$ cat config.mk
export PLATFORM = sky130hd
export DESIGN_NAME = pipeline_hazard_ctrl_flat
export DESIGN_NICKNAME = d
export VERILOG_FILES = /design/src/rtl/pipeline_hazard_ctrl_if.sv /design/src/rtl/pipeline_hazard_ctrl.sv /design/src/flat_wrapper.sv
export SDC_FILE = /design/constraint.sdc
export NUM_CORES = 1
export LEC_CHECK = 0
export CAP_MARGIN = 20
export CORE_MARGIN = 10
export CORE_UTILIZATION = 51
export DETAILED_ROUTE_END_ITERATION = 16
export MAX_ROUTING_LAYER = met4
export PLACE_DENSITY_LB_ADDON = 0.1
export SLEW_MARGIN = 10
export SYNTH_ARGS = -nofsm -noshare
export SYNTH_HDL_FRONTEND = slang
export SYNTH_SLANG_ARGS = --single-unit
$ cat constraint.sdc
create_clock -name clk -period 8 [get_ports clk]
set_clock_uncertainty 0.2 [all_clocks]
set_input_delay 1.6 -clock clk [delete_from_list [all_inputs] [get_ports clk]]
set_output_delay 1.6 -clock clk [all_outputs]
set_load 0.02 [all_outputs]
$ cat src/rtl/pipeline_hazard_ctrl_if.sv
// pipeline_hazard_ctrl_if
//   Bundles the pipeline-side signals of the hazard/forwarding controller.
//   master : pipeline datapath (drives the register addresses and control bits,
//            consumes the stall/flush/forward selects)
//   slave  : pipeline_hazard_ctrl
//   Inputs to the controller : id_rs1/2, id_uses_rs1/2, id_is_branch,
//     branch_taken, ex_rd, ex_regwrite, ex_memread, ex_is_mc, mem_rd,
//     mem_regwrite, mem_memread, wb_rd, wb_regwrite
//   Outputs of the controller: pc_stall, if_id_stall, if_id_flush,
//     id_ex_bubble, ex_hold, fwd_a/b, fwd_br_a/b, mc_start, mc_busy
interface pipeline_hazard_ctrl_if #(
  parameter int REG_ADDR_W = 5
);
  logic [REG_ADDR_W-1:0] id_rs1, id_rs2;
  logic                  id_uses_rs1, id_uses_rs2;
  logic                  id_is_branch, branch_taken;
  logic [REG_ADDR_W-1:0] ex_rd;
  logic                  ex_regwrite, ex_memread, ex_is_mc;
  logic [REG_ADDR_W-1:0] mem_rd;
  logic                  mem_regwrite, mem_memread;
  logic [REG_ADDR_W-1:0] wb_rd;
  logic                  wb_regwrite;

  logic                  pc_stall, if_id_stall, if_id_flush;
  logic                  id_ex_bubble, ex_hold;
  logic [1:0]            fwd_a, fwd_b;
  logic                  fwd_br_a, fwd_br_b;
  logic                  mc_start, mc_busy;

  modport master (
    output id_rs1, id_rs2, id_uses_rs1, id_uses_rs2, id_is_branch, branch_taken,
           ex_rd, ex_regwrite, ex_memread, ex_is_mc,
           mem_rd, mem_regwrite, mem_memread, wb_rd, wb_regwrite,
    input  pc_stall, if_id_stall, if_id_flush, id_ex_bubble, ex_hold,
           fwd_a, fwd_b, fwd_br_a, fwd_br_b, mc_start, mc_busy
  );

  modport slave (
    input  id_rs1, id_rs2, id_uses_rs1, id_uses_rs2, id_is_branch, branch_taken,
           ex_rd, ex_regwrite, ex_memread, ex_is_mc,
           mem_rd, mem_regwrite, mem_memread, wb_rd, wb_regwrite,
    output pc_stall, if_id_stall, if_id_flush, id_ex_bubble, ex_hold,
           fwd_a, fwd_b, fwd_br_a, fwd_br_b, mc_start, mc_busy
  );
endinterface

$ cat src/rtl/pipeline_hazard_ctrl.sv
// pipeline_hazard_ctrl
//   Hazard detection, ALU/branch operand forwarding and multi-cycle EX-op
//   sequencing for a 5-stage IF/ID/EX/MEM/WB pipeline with branches
//   resolved in ID.
//   Ports:
//     clk, rst : clock, asynchronous active-high reset
//     hz       : pipeline_hazard_ctrl_if.slave (all pipeline signals)
//     perf_stall_cycles, perf_flushes, perf_mc_ops : saturating CNT_W
//       counters, present only when HAZARD_PERF_EN is defined
//   Macro: HAZARD_PERF_EN enables the performance counters.
module pipeline_hazard_ctrl #(
  parameter int REG_ADDR_W = 5,
  parameter int MC_LATENCY = 4,
  parameter int CNT_W      = 32
) (
  input  logic                  clk,
  input  logic                  rst,
  pipeline_hazard_ctrl_if.slave hz
`ifdef HAZARD_PERF_EN
  ,
  output logic [CNT_W-1:0]      perf_stall_cycles,
  output logic [CNT_W-1:0]      perf_flushes,
  output logic [CNT_W-1:0]      perf_mc_ops
`endif
);

  if (MC_LATENCY < 2 || MC_LATENCY > 255 || CNT_W < 1) begin : g_bad_param
    $error("pipeline_hazard_ctrl: parameter out of range");
  end

  typedef enum logic [1:0] {IDLE, BUSY, DONE} mc_state_t;

  // x0 is hardwired zero: never a hazard source, never forwarded
  function automatic logic match(input logic [REG_ADDR_W-1:0] x,
                                 input logic [REG_ADDR_W-1:0] y);
    return (x == y) && (y != '0);
  endfunction

  function automatic logic [1:0] alu_fwd(input logic [REG_ADDR_W-1:0] rs,
                                         input logic mem_we,
                                         input logic [REG_ADDR_W-1:0] mem_rd,
                                         input logic wb_we,
                                         input logic [REG_ADDR_W-1:0] wb_rd);
    if (mem_we && match(rs, mem_rd)) return 2'b10;
    if (wb_we && match(rs, wb_rd))   return 2'b01;
    return 2'b00;
  endfunction

  mc_state_t             state_q, state_d;
  logic [7:0]            cnt_q, cnt_d;
  logic                  start_c, hold_c, busy_c;
  logic                  load_use_c, br_haz_c, hazard_c;
  logic [REG_ADDR_W-1:0] ex_rs1_p1, ex_rs2_p1;

  logic                  pc_stall_c, bubble_c, flush_c;
  logic [1:0]            fwd_a_c, fwd_b_c;
  logic                  fwd_br_a_c, fwd_br_b_c;
  logic                  ex_hold_o, mc_start_o, mc_busy_o;

  always_ff @(posedge clk or posedge rst) begin
    if (rst) begin
      state_q <= IDLE;
      cnt_q   <= '0;
    end else begin
      state_q <= state_d;
      cnt_q   <= cnt_d;
    end
  end

  // Start cycle plus MC_LATENCY-1 BUSY cycles gives MC_LATENCY hold cycles
  always_comb begin
    state_d = state_q;
    cnt_d   = cnt_q;
    start_c = 1'b0;
    hold_c  = 1'b0;
    busy_c  = 1'b0;
    case (state_q)
      IDLE: begin
        if (hz.ex_is_mc) begin
          start_c = 1'b1;
          hold_c  = 1'b1;
          cnt_d   = 8'(MC_LATENCY - 2);
          state_d = BUSY;
        end
      end
      BUSY: begin
        hold_c = 1'b1;
        busy_c = 1'b1;
        if (cnt_q == 8'd0) state_d = DONE;
        else               cnt_d   = cnt_q - 8'd1;
      end
      DONE:    state_d = IDLE;
      default: state_d = IDLE;
    endcase
  end

  assign load_use_c = hz.ex_memread &&
                      ((hz.id_uses_rs1 && match(hz.id_rs1, hz.ex_rd)) ||
                       (hz.id_uses_rs2 && match(hz.id_rs2, hz.ex_rd)));

  // A branch compares in ID, so any result not yet in EX/MEM (or a load
  // still in MEM) must be waited for
  assign br_haz_c = hz.id_is_branch &&
                    ((hz.id_uses_rs1 &&
                      ((hz.ex_regwrite && match(hz.id_rs1, hz.ex_rd)) ||
                       (hz.mem_memread && match(hz.id_rs1, hz.mem_rd)))) ||
                     (hz.id_uses_rs2 &&
                      ((hz.ex_regwrite && match(hz.id_rs2, hz.ex_rd)) ||
                       (hz.mem_memread && match(hz.id_rs2, hz.mem_rd)))));

  assign hazard_c = load_use_c || br_haz_c;

  // ID -> EX boundary: source addresses follow the instruction into EX
  always_ff @(posedge clk or posedge rst) begin
    if (rst) begin
      ex_rs1_p1 <= '0;
      ex_rs2_p1 <= '0;
    end else if (!hold_c) begin
      if (hazard_c) begin
        ex_rs1_p1 <= '0;
        ex_rs2_p1 <= '0;
      end else begin
        ex_rs1_p1 <= hz.id_rs1;
        ex_rs2_p1 <= hz.id_rs2;
      end
    end
  end

  always_comb begin
    pc_stall_c = 1'b0;
    bubble_c   = 1'b0;
    flush_c    = 1'b0;
    fwd_a_c    = 2'b00;
    fwd_b_c    = 2'b00;
    fwd_br_a_c = 1'b0;
    fwd_br_b_c = 1'b0;
    ex_hold_o  = 1'b0;
    mc_start_o = 1'b0;
    mc_busy_o  = 1'b0;
    if (!rst) begin
      fwd_a_c    = alu_fwd(ex_rs1_p1, hz.mem_regwrite, hz.mem_rd, hz.wb_regwrite, hz.wb_rd);
      fwd_b_c    = alu_fwd(ex_rs2_p1, hz.mem_regwrite, hz.mem_rd, hz.wb_regwrite, hz.wb_rd);
      fwd_br_a_c = hz.id_is_branch && hz.mem_regwrite && !hz.mem_memread &&
                   match(hz.id_rs1, hz.mem_rd);
      fwd_br_b_c = hz.id_is_branch && hz.mem_regwrite && !hz.mem_memread &&
                   match(hz.id_rs2, hz.mem_rd);
      ex_hold_o  = hold_c;
      mc_start_o = start_c;
      mc_busy_o  = busy_c;
      // A held EX keeps the instruction in ID/EX, so no bubble there; a
      // pending hazard suppresses the flush until the branch operands resolve
      if (hold_c) begin
        pc_stall_c = 1'b1;
      end else if (hazard_c) begin
        pc_stall_c = 1'b1;
        bubble_c   = 1'b1;
      end else if (hz.branch_taken) begin
        flush_c = 1'b1;
      end
    end
  end

  assign hz.pc_stall     = pc_stall_c;
  assign hz.if_id_stall  = pc_stall_c;
  assign hz.id_ex_bubble = bubble_c;
  assign hz.if_id_flush  = flush_c;
  assign hz.ex_hold      = ex_hold_o;
  assign hz.fwd_a        = fwd_a_c;
  assign hz.fwd_b        = fwd_b_c;
  assign hz.fwd_br_a     = fwd_br_a_c;
  assign hz.fwd_br_b     = fwd_br_b_c;
  assign hz.mc_start     = mc_start_o;
  assign hz.mc_busy      = mc_busy_o;

`ifdef HAZARD_PERF_EN
  function automatic logic [CNT_W-1:0] sat_inc(input logic [CNT_W-1:0] c,
                                               input logic en);
    return (en && (c != '1)) ? c + CNT_W'(1) : c;
  endfunction

  always_ff @(posedge clk or posedge rst) begin
    if (rst) begin
      perf_stall_cycles <= '0;
      perf_flushes      <= '0;
      perf_mc_ops       <= '0;
    end else begin
      perf_stall_cycles <= sat_inc(perf_stall_cycles, pc_stall_c);
      perf_flushes      <= sat_inc(perf_flushes, flush_c);
      perf_mc_ops       <= sat_inc(perf_mc_ops, mc_start_o);
    end
  end
`endif

endmodule
$ cat src/flat_wrapper.sv
// flat-port wrapper written by rule: the top's interface ports become plain ports
module pipeline_hazard_ctrl_flat 
#(
  parameter int REG_ADDR_W = 5,
  parameter int MC_LATENCY = 4,
  parameter int CNT_W      = 32
)
  (clk, rst, hz_id_rs1, hz_id_rs2, hz_id_uses_rs1, hz_id_uses_rs2, hz_id_is_branch, hz_branch_taken, hz_ex_rd, hz_ex_regwrite, hz_ex_memread, hz_ex_is_mc, hz_mem_rd, hz_mem_regwrite, hz_mem_memread, hz_wb_rd, hz_wb_regwrite, hz_pc_stall, hz_if_id_stall, hz_if_id_flush, hz_id_ex_bubble, hz_ex_hold, hz_fwd_a, hz_fwd_b, hz_fwd_br_a, hz_fwd_br_b, hz_mc_start, hz_mc_busy);
  pipeline_hazard_ctrl_if #(.REG_ADDR_W(REG_ADDR_W)) hz_i ();
  input  logic clk;
  input  logic rst;
  input wire logic [$bits(hz_i.id_rs1)-1:0] hz_id_rs1;
  input wire logic [$bits(hz_i.id_rs2)-1:0] hz_id_rs2;
  input wire logic [$bits(hz_i.id_uses_rs1)-1:0] hz_id_uses_rs1;
  input wire logic [$bits(hz_i.id_uses_rs2)-1:0] hz_id_uses_rs2;
  input wire logic [$bits(hz_i.id_is_branch)-1:0] hz_id_is_branch;
  input wire logic [$bits(hz_i.branch_taken)-1:0] hz_branch_taken;
  input wire logic [$bits(hz_i.ex_rd)-1:0] hz_ex_rd;
  input wire logic [$bits(hz_i.ex_regwrite)-1:0] hz_ex_regwrite;
  input wire logic [$bits(hz_i.ex_memread)-1:0] hz_ex_memread;
  input wire logic [$bits(hz_i.ex_is_mc)-1:0] hz_ex_is_mc;
  input wire logic [$bits(hz_i.mem_rd)-1:0] hz_mem_rd;
  input wire logic [$bits(hz_i.mem_regwrite)-1:0] hz_mem_regwrite;
  input wire logic [$bits(hz_i.mem_memread)-1:0] hz_mem_memread;
  input wire logic [$bits(hz_i.wb_rd)-1:0] hz_wb_rd;
  input wire logic [$bits(hz_i.wb_regwrite)-1:0] hz_wb_regwrite;
  output wire logic [$bits(hz_i.pc_stall)-1:0] hz_pc_stall;
  output wire logic [$bits(hz_i.if_id_stall)-1:0] hz_if_id_stall;
  output wire logic [$bits(hz_i.if_id_flush)-1:0] hz_if_id_flush;
  output wire logic [$bits(hz_i.id_ex_bubble)-1:0] hz_id_ex_bubble;
  output wire logic [$bits(hz_i.ex_hold)-1:0] hz_ex_hold;
  output wire logic [$bits(hz_i.fwd_a)-1:0] hz_fwd_a;
  output wire logic [$bits(hz_i.fwd_b)-1:0] hz_fwd_b;
  output wire logic [$bits(hz_i.fwd_br_a)-1:0] hz_fwd_br_a;
  output wire logic [$bits(hz_i.fwd_br_b)-1:0] hz_fwd_br_b;
  output wire logic [$bits(hz_i.mc_start)-1:0] hz_mc_start;
  output wire logic [$bits(hz_i.mc_busy)-1:0] hz_mc_busy;
  assign hz_i.id_rs1 = hz_id_rs1;
  assign hz_i.id_rs2 = hz_id_rs2;
  assign hz_i.id_uses_rs1 = hz_id_uses_rs1;
  assign hz_i.id_uses_rs2 = hz_id_uses_rs2;
  assign hz_i.id_is_branch = hz_id_is_branch;
  assign hz_i.branch_taken = hz_branch_taken;
  assign hz_i.ex_rd = hz_ex_rd;
  assign hz_i.ex_regwrite = hz_ex_regwrite;
  assign hz_i.ex_memread = hz_ex_memread;
  assign hz_i.ex_is_mc = hz_ex_is_mc;
  assign hz_i.mem_rd = hz_mem_rd;
  assign hz_i.mem_regwrite = hz_mem_regwrite;
  assign hz_i.mem_memread = hz_mem_memread;
  assign hz_i.wb_rd = hz_wb_rd;
  assign hz_i.wb_regwrite = hz_wb_regwrite;
  assign hz_pc_stall = hz_i.pc_stall;
  assign hz_if_id_stall = hz_i.if_id_stall;
  assign hz_if_id_flush = hz_i.if_id_flush;
  assign hz_id_ex_bubble = hz_i.id_ex_bubble;
  assign hz_ex_hold = hz_i.ex_hold;
  assign hz_fwd_a = hz_i.fwd_a;
  assign hz_fwd_b = hz_i.fwd_b;
  assign hz_fwd_br_a = hz_i.fwd_br_a;
  assign hz_fwd_br_b = hz_i.fwd_br_b;
  assign hz_mc_start = hz_i.mc_start;
  assign hz_mc_busy = hz_i.mc_busy;
  pipeline_hazard_ctrl #(.REG_ADDR_W(REG_ADDR_W), .MC_LATENCY(MC_LATENCY), .CNT_W(CNT_W)) u_core (.clk(clk), .rst(rst), .hz(hz_i));
endmodule
* Word level (Yosys, flattened, before mapping)
Cells that the tools add are included.
Word-level totals: logic and storage cells 103, register bits after elaboration 20, input port bits 37, output and inout bits 13
Cells by class: mux-type cells 46, $add $sub $neg 1, equal/unequal tests 12, reductions and logical operators 40
Operators with widths (number):
- == test 5 bit | 8
- two-way mux 1 bit | 27
- logical AND 1 bit | 26
- two-way mux 2 bit | 12
- two-way mux 8 bit | 2
- case mux 8 bit (2 select lines) | 1
- nonzero test 5 bit | 3
- two-way mux 5 bit | 2
- logical NOT 8 bit | 1
- subtractor 8 x 1 -> 8 bit (second input constant) | 1
- logical OR 1 bit | 5
- inequality test 2 bit (second input constant) | 2
- case mux 2 bit (2 select lines) | 1
- AND reduction 3 bit | 1
- == test 2 x 1 -> 1 bit (second input constant) | 1
- logical NOT 2 bit | 1
- inequality test 2 x 1 -> 1 bit (second input constant) | 1
- case mux 1 bit (2 select lines) | 1
- AND reduction 2 bit | 1
- nonzero test 2 bit | 1
- logical NOT 1 bit | 1

* Depth between registers and ports, before layout
depth after elaboration 11, gate-level depth with buffers 7, mapped depth without buffers 6

* Least setup slack after synthesis
Ideal clock, no wire load.
path kind input port to output port, start input port rst, end output port hz_fwd_b[0], buffers on the path 0, required time 6.200 ns, stages on the path 4, slack 2.749 ns, arrival time 3.451 ns, path through inv_1 > o211ai_1 > or4_1 > nor4_1
On the way: longest elaborated chain between the ends 1
Ends and longest elaborated chain:
- start: declaration | line flat_wrapper.sv:11 | input logic rst;
- two-way mux 2 bit | line pipeline_hazard_ctrl.sv:140 | if (!rst) begin
- end: declaration | line flat_wrapper.sv:33 | output wire logic [$bits(hz_i.fwd_b)-1:0] hz_fwd_b;
No other way between the ends.

* Worst setup path after layout
start input port hz_mem_rd[1], end output port hz_if_id_flush
On the way: longest elaborated chain between the ends 11, elaborated cells between the ends (all ways) 17, classes of those cells eq/ne (2); mux (3); reduce/logical (12)
Ends and longest elaborated chain:
- start: declaration | line flat_wrapper.sv:22 | input wire logic [$bits(hz_i.mem_rd)-1:0] hz_mem_rd;
- == test 5 bit or nonzero test 5 bit (tied branches) | line pipeline_hazard_ctrl.sv:36 | return (x == y) && (y != '0);
- logical AND 1 bit | line pipeline_hazard_ctrl.sv:36
- logical AND 1 bit (on tied branches) | line pipeline_hazard_ctrl.sv:106, pipeline_hazard_ctrl.sv:109
- logical OR 1 bit (on tied branches) | line pipeline_hazard_ctrl.sv:105, pipeline_hazard_ctrl.sv:108
- logical AND 1 bit (on tied branches) | line pipeline_hazard_ctrl.sv:104, pipeline_hazard_ctrl.sv:107
- logical OR 1 bit * | line pipeline_hazard_ctrl.sv:106 | (hz.mem_memread && match(hz.id_rs1, hz.mem_rd)))) ||
- logical AND 1 bit * | line pipeline_hazard_ctrl.sv:103 | assign br_haz_c = hz.id_is_branch &&
- logical OR 1 bit * | line pipeline_hazard_ctrl.sv:111 | assign hazard_c = load_use_c || br_haz_c;
- two-way mux 1 bit * | line pipeline_hazard_ctrl.sv:154 | end else if (hazard_c) begin
- two-way mux 1 bit * | line pipeline_hazard_ctrl.sv:152 | if (hold_c) begin
- two-way mux 1 bit * | line pipeline_hazard_ctrl.sv:140
- end: declaration | line flat_wrapper.sv:29 | output wire logic [$bits(hz_i.if_id_flush)-1:0] hz_if_id_flush;
Every way passes the cells marked *; elsewhere a longest branch is shown, timed or not.

==> Flow_metrics.wiki <==
{| class="wikitable"
! Metric !! Value
|-
| Count of antenna-violating nets left after detailed routing || 0
|-
| Die height || 77.15 um
|-
| Net count of the finished layout || 275
|-
| Most area-consuming cells after synthesis || sky130_fd_sc_hd__dfrtp_1, sky130_fd_sc_hd__xor2_1, sky130_fd_sc_hd__xnor2_1
|-
| Data arrival at the endpoint of the critical path || 4.24 ns
|-
| Full die area || 5951 sq um
|-
| Residual overflow from global routing || 0
|-
| Area grow syn2layout || 33.13%
|-
| Share of the cycle needed by the critical path after routing || 75.52%
|-
| Total of hold buffers inserted after clock tree synthesis || 0
|-
| Clock tree from TritonCTS || yes
|-
| Clk root buf || sky130_fd_sc_hd__clkbuf_4
|-
| Post-Route Utilization || 72.03%
|-
| Setup TNS after final layout || 0 ns
|-
| Number of rows in the core area || 20
|-
| Post-synthesis sequential area ratio || 30.05%
|-
| Synth cell types || 39
|-
| Maximum fanout along the worst path || 13
|-
| Category of the worst setup path launch point || input pin
|-
| P per Cell Area || 253.3 nW/um^2
|-
| Upper clock frequency limit || 165.5 MHz
|-
| Via count of the first global-routing pass || 1677
|-
| Largest net degree at the start of global routing || 24
|-
| Detailed-route vias per instance || 5.473
|-
| Global-route wire length before repair || 8135 um
|-
| Half-perimeter wire length after placement || 3935 um
|-
| Via count || 1527
|-
| Commonest non-fill, non-tap cell in the layout || sky130_fd_sc_hd__clkdlybuf4s50_1
|-
| Number of register bits inferred by synthesis || 20
|-
| Number of enable flip-flop cells after synthesis || 0
|-
| Warnings from Yosys || 0
|-
| Kind of capture point of the worst setup path || output pin
|-
| Worst skew pair latency || 0.30 ns
|-
| Total count of hold-check failures in the final report || 0
|-
| Setup slack at placement || 1.980 ns
|-
| Most frequent CP cell || sky130_fd_sc_hd__clkdlybuf4s50_1
|-
| Area share of the largest cell type after synthesis || 30.05%
|-
| Top delay family on crit path || buffers and inverters
|-
| Outcome || finished clean
|-
| CTS sink cnt || 20
|-
| Total of buffers placed on input and output ports || 49
|-
| Ant. Diodes || 0
|-
| Max_slew headroom || 48.15%
|-
| Maximum clock path buffer count || 2
|-
| Synth Flop Type || sky130_fd_sc_hd__dfrtp_1
|-
| Slowest cell delay on critical path || 0.66 ns
|-
| Maximum level of the CTS H-tree || 1
|-
| Post-CTS Setup Repair Bufs || 0
|-
| Max capacitance violation total || 0
|-
| Core area || 3078 sq um
|-
| Number of setup violations in the final report || 0
|-
| Cell at the slowest stage of the critical path || sky130_fd_sc_hd__clkdlybuf4s50_1
|-
| Setup repair after global routing missed its margin || false
|-
| Fill cell count || 252
|-
| Number of antenna violations at the first check in global routing || 0
|-
| DRC errors left || 0
|-
| Total Routed Length || 4746 um
|-
| Width of the die || 77.15 um
|-
| Cell Chain, Critical Path || clkdlybuf4s50_1, or4_4, or2_1, nand4_1, o21ai_2, nor4_2, clkdlybuf4s50_1
|-
| Number of instances in the synthesized netlist || 189
|-
| Synthesized netlist net count || 228
|-
| Share of flip-flops with an asynchronous set or reset after synthesis || 100.0%
|-
| Violation count after the first detailed-route iteration || 68
|-
| Worst endpoint required time || 6.20 ns
|-
| Min Clock Period, post-route || 6.041 ns
|-
| Slew at the pin closest to its max-slew limit || 0.7777 ns
|-
| Commonest cells after routing, fill and taps aside || sky130_fd_sc_hd__clkdlybuf4s50_1, sky130_fd_sc_hd__nand2_1, sky130_fd_sc_hd__xor2_1
|-
| Initial core utilization || 54.11%
|-
| Critical path start-end classification || input pin to output pin
|-
| Cell area after technology mapping || 1665 sq um
|-
| Share of cells above drive strength 1 || 9.362%
|-
| Number of detailed-route iterations in the first pass || 4
|-
| Routability congestion estimate || 0.8951
|-
| Total global routing track utilization || 16.82%
|-
| Leakage power of the design || 0.8741 nW
|-
| Post-cts gate resize count || 0
|-
| HP Class || flop to flop
|-
| Synthesized area per cell || 8.811 sq um
|-
| Num ports || 50
|-
| Peak supply drop || 206.7 uV
|-
| Biggest area consumer among synthesized cells || sky130_fd_sc_hd__dfrtp_1
|-
| Average wire per cell in the routed design || 17.01 um
|-
| Buffers and inverters on the worst path || 2
|-
| Clock-pin slew of the registers on the worst-case setup and hold paths || 0.11 ns
|-
| Worst path setup slack after routing || 1.959 ns
|-
| Fin. max-slew vios || 0
|-
| Cts bufs inserted || 3
|}
==> kinds of logic (layout without fill, tap and decap cells) <==
kind of cell,Yosys count,after routing,synth area share (%)
xor+xnor,46,46,24.19
flops,20,20,30.05
simple gates,88,88,27.57
compound gates,20,20,11.87
fa+ha+maj,2,2,1.502
buf+inv,13,59,4.809
==> layer usage <==
layer / GRT usage (%) / part of all wire, % / vias to the layer above
met5: - / 0 / -
met4: 6.934 / 2.3 / 0
met3: 2.331 / 3.0 / 8
met2: 30.77 / 54 / 36
met1: 17.61 / 41 / 728
li1: - / - / 755
==> worst register-to-register path, cell delays in order, from the launching register on <==
cell,delay (ns)
sky130_fd_sc_hd__dfrtp_1,0.44
sky130_fd_sc_hd__or4_1,0.56
sky130_fd_sc_hd__or4b_1,0.59
sky130_fd_sc_hd__a31o_1,0.23
==> Yosys cell counts, types with 2 or more instances <==
cell type	n
sky130_fd_sc_hd__buf_6	3
sky130_fd_sc_hd__nor2_1	17
sky130_fd_sc_hd__inv_1	3
sky130_fd_sc_hd__nor3b_1	2
sky130_fd_sc_hd__or4_1	5
sky130_fd_sc_hd__dfrtp_1	20
sky130_fd_sc_hd__nand2_1	26
sky130_fd_sc_hd__clkbuf_1	2
sky130_fd_sc_hd__or4b_1	2
sky130_fd_sc_hd__buf_2	4
sky130_fd_sc_hd__ha_1	2
sky130_fd_sc_hd__nor3_1	6
sky130_fd_sc_hd__xor2_1	26
sky130_fd_sc_hd__a21oi_1	2
sky130_fd_sc_hd__xnor2_1	20
sky130_fd_sc_hd__nor4_1	7
sky130_fd_sc_hd__nand4_1	4
sky130_fd_sc_hd__nand3_1	9
sky130_fd_sc_hd__o31ai_2	9
==> per-stage QoR <==
step                      instance area, sq um  total power, W  instances  hold slack [ns]
after floorplan                           1665       0.0003939        189           0.3096
after global placement                    2157       0.0004681        274           0.3398
after detailed placement                  2157       0.0004793        274           0.3478
after CTS                                 2210       0.0005629        278           0.3765
after global routing                      2217       0.0006126        279           0.4271
final                                     2217       0.0005617        279           0.3822
==> power breakdown <==
group / internal (W) / switching, W
clock network: 0.0000506 / 0.0000304
registers: 0.000149 / 0.0000556
logic: 0.000137 / 0.000140
total: 0.000336 / 0.000226
==> layout make-up <==
cell class	count	area, sq um	area share (%)
multi-input cells	156	1085	48.93
repair buffers	52	513.0	23.14
flip-flops and latches	20	500.5	22.57
well taps	44	55.05	2.483
clock inverters	1	30.03	1.354
clock buffers	3	22.52	1.016
inverters	3	11.26	0.5079
==> worst paths after layout <==
check / from / to / slack [ns] / cells past startpoint
worst max-delay path: hz_mem_rd[1] / hz_if_id_flush / 1.96 / 7
worst min-delay path: u_core.ex_rs2_p1[0]$_DFFE_PP0N_ / u_core.ex_rs2_p1[0]$_DFFE_PP0N_ / 0.38 / 2
worst max register to register: u_core.cnt_q[3]$_DFFE_PP0P_ / u_core.cnt_q[0]$_DFFE_PP0P_ / 5.88 / 3
worst min register to register: u_core.ex_rs2_p1[0]$_DFFE_PP0N_ / u_core.ex_rs2_p1[0]$_DFFE_PP0N_ / 0.38 / 2
max in group asynchronous: rst / u_core.cnt_q[4]$_DFFE_PP0P_ / 5.62 / 3
min in group asynchronous: rst / u_core.ex_rs2_p1[3]$_DFFE_PP0N_ / 1.77 / 3
==> flip-flops by register name, indices dropped and copies added (netlist names) <==
register          flops
u_core.cnt_q          8
u_core.ex_rs1_p1      5
u_core.ex_rs2_p1      5
u_core.state_q        2
No activity file was read; power rests on OpenSTA's default activity.
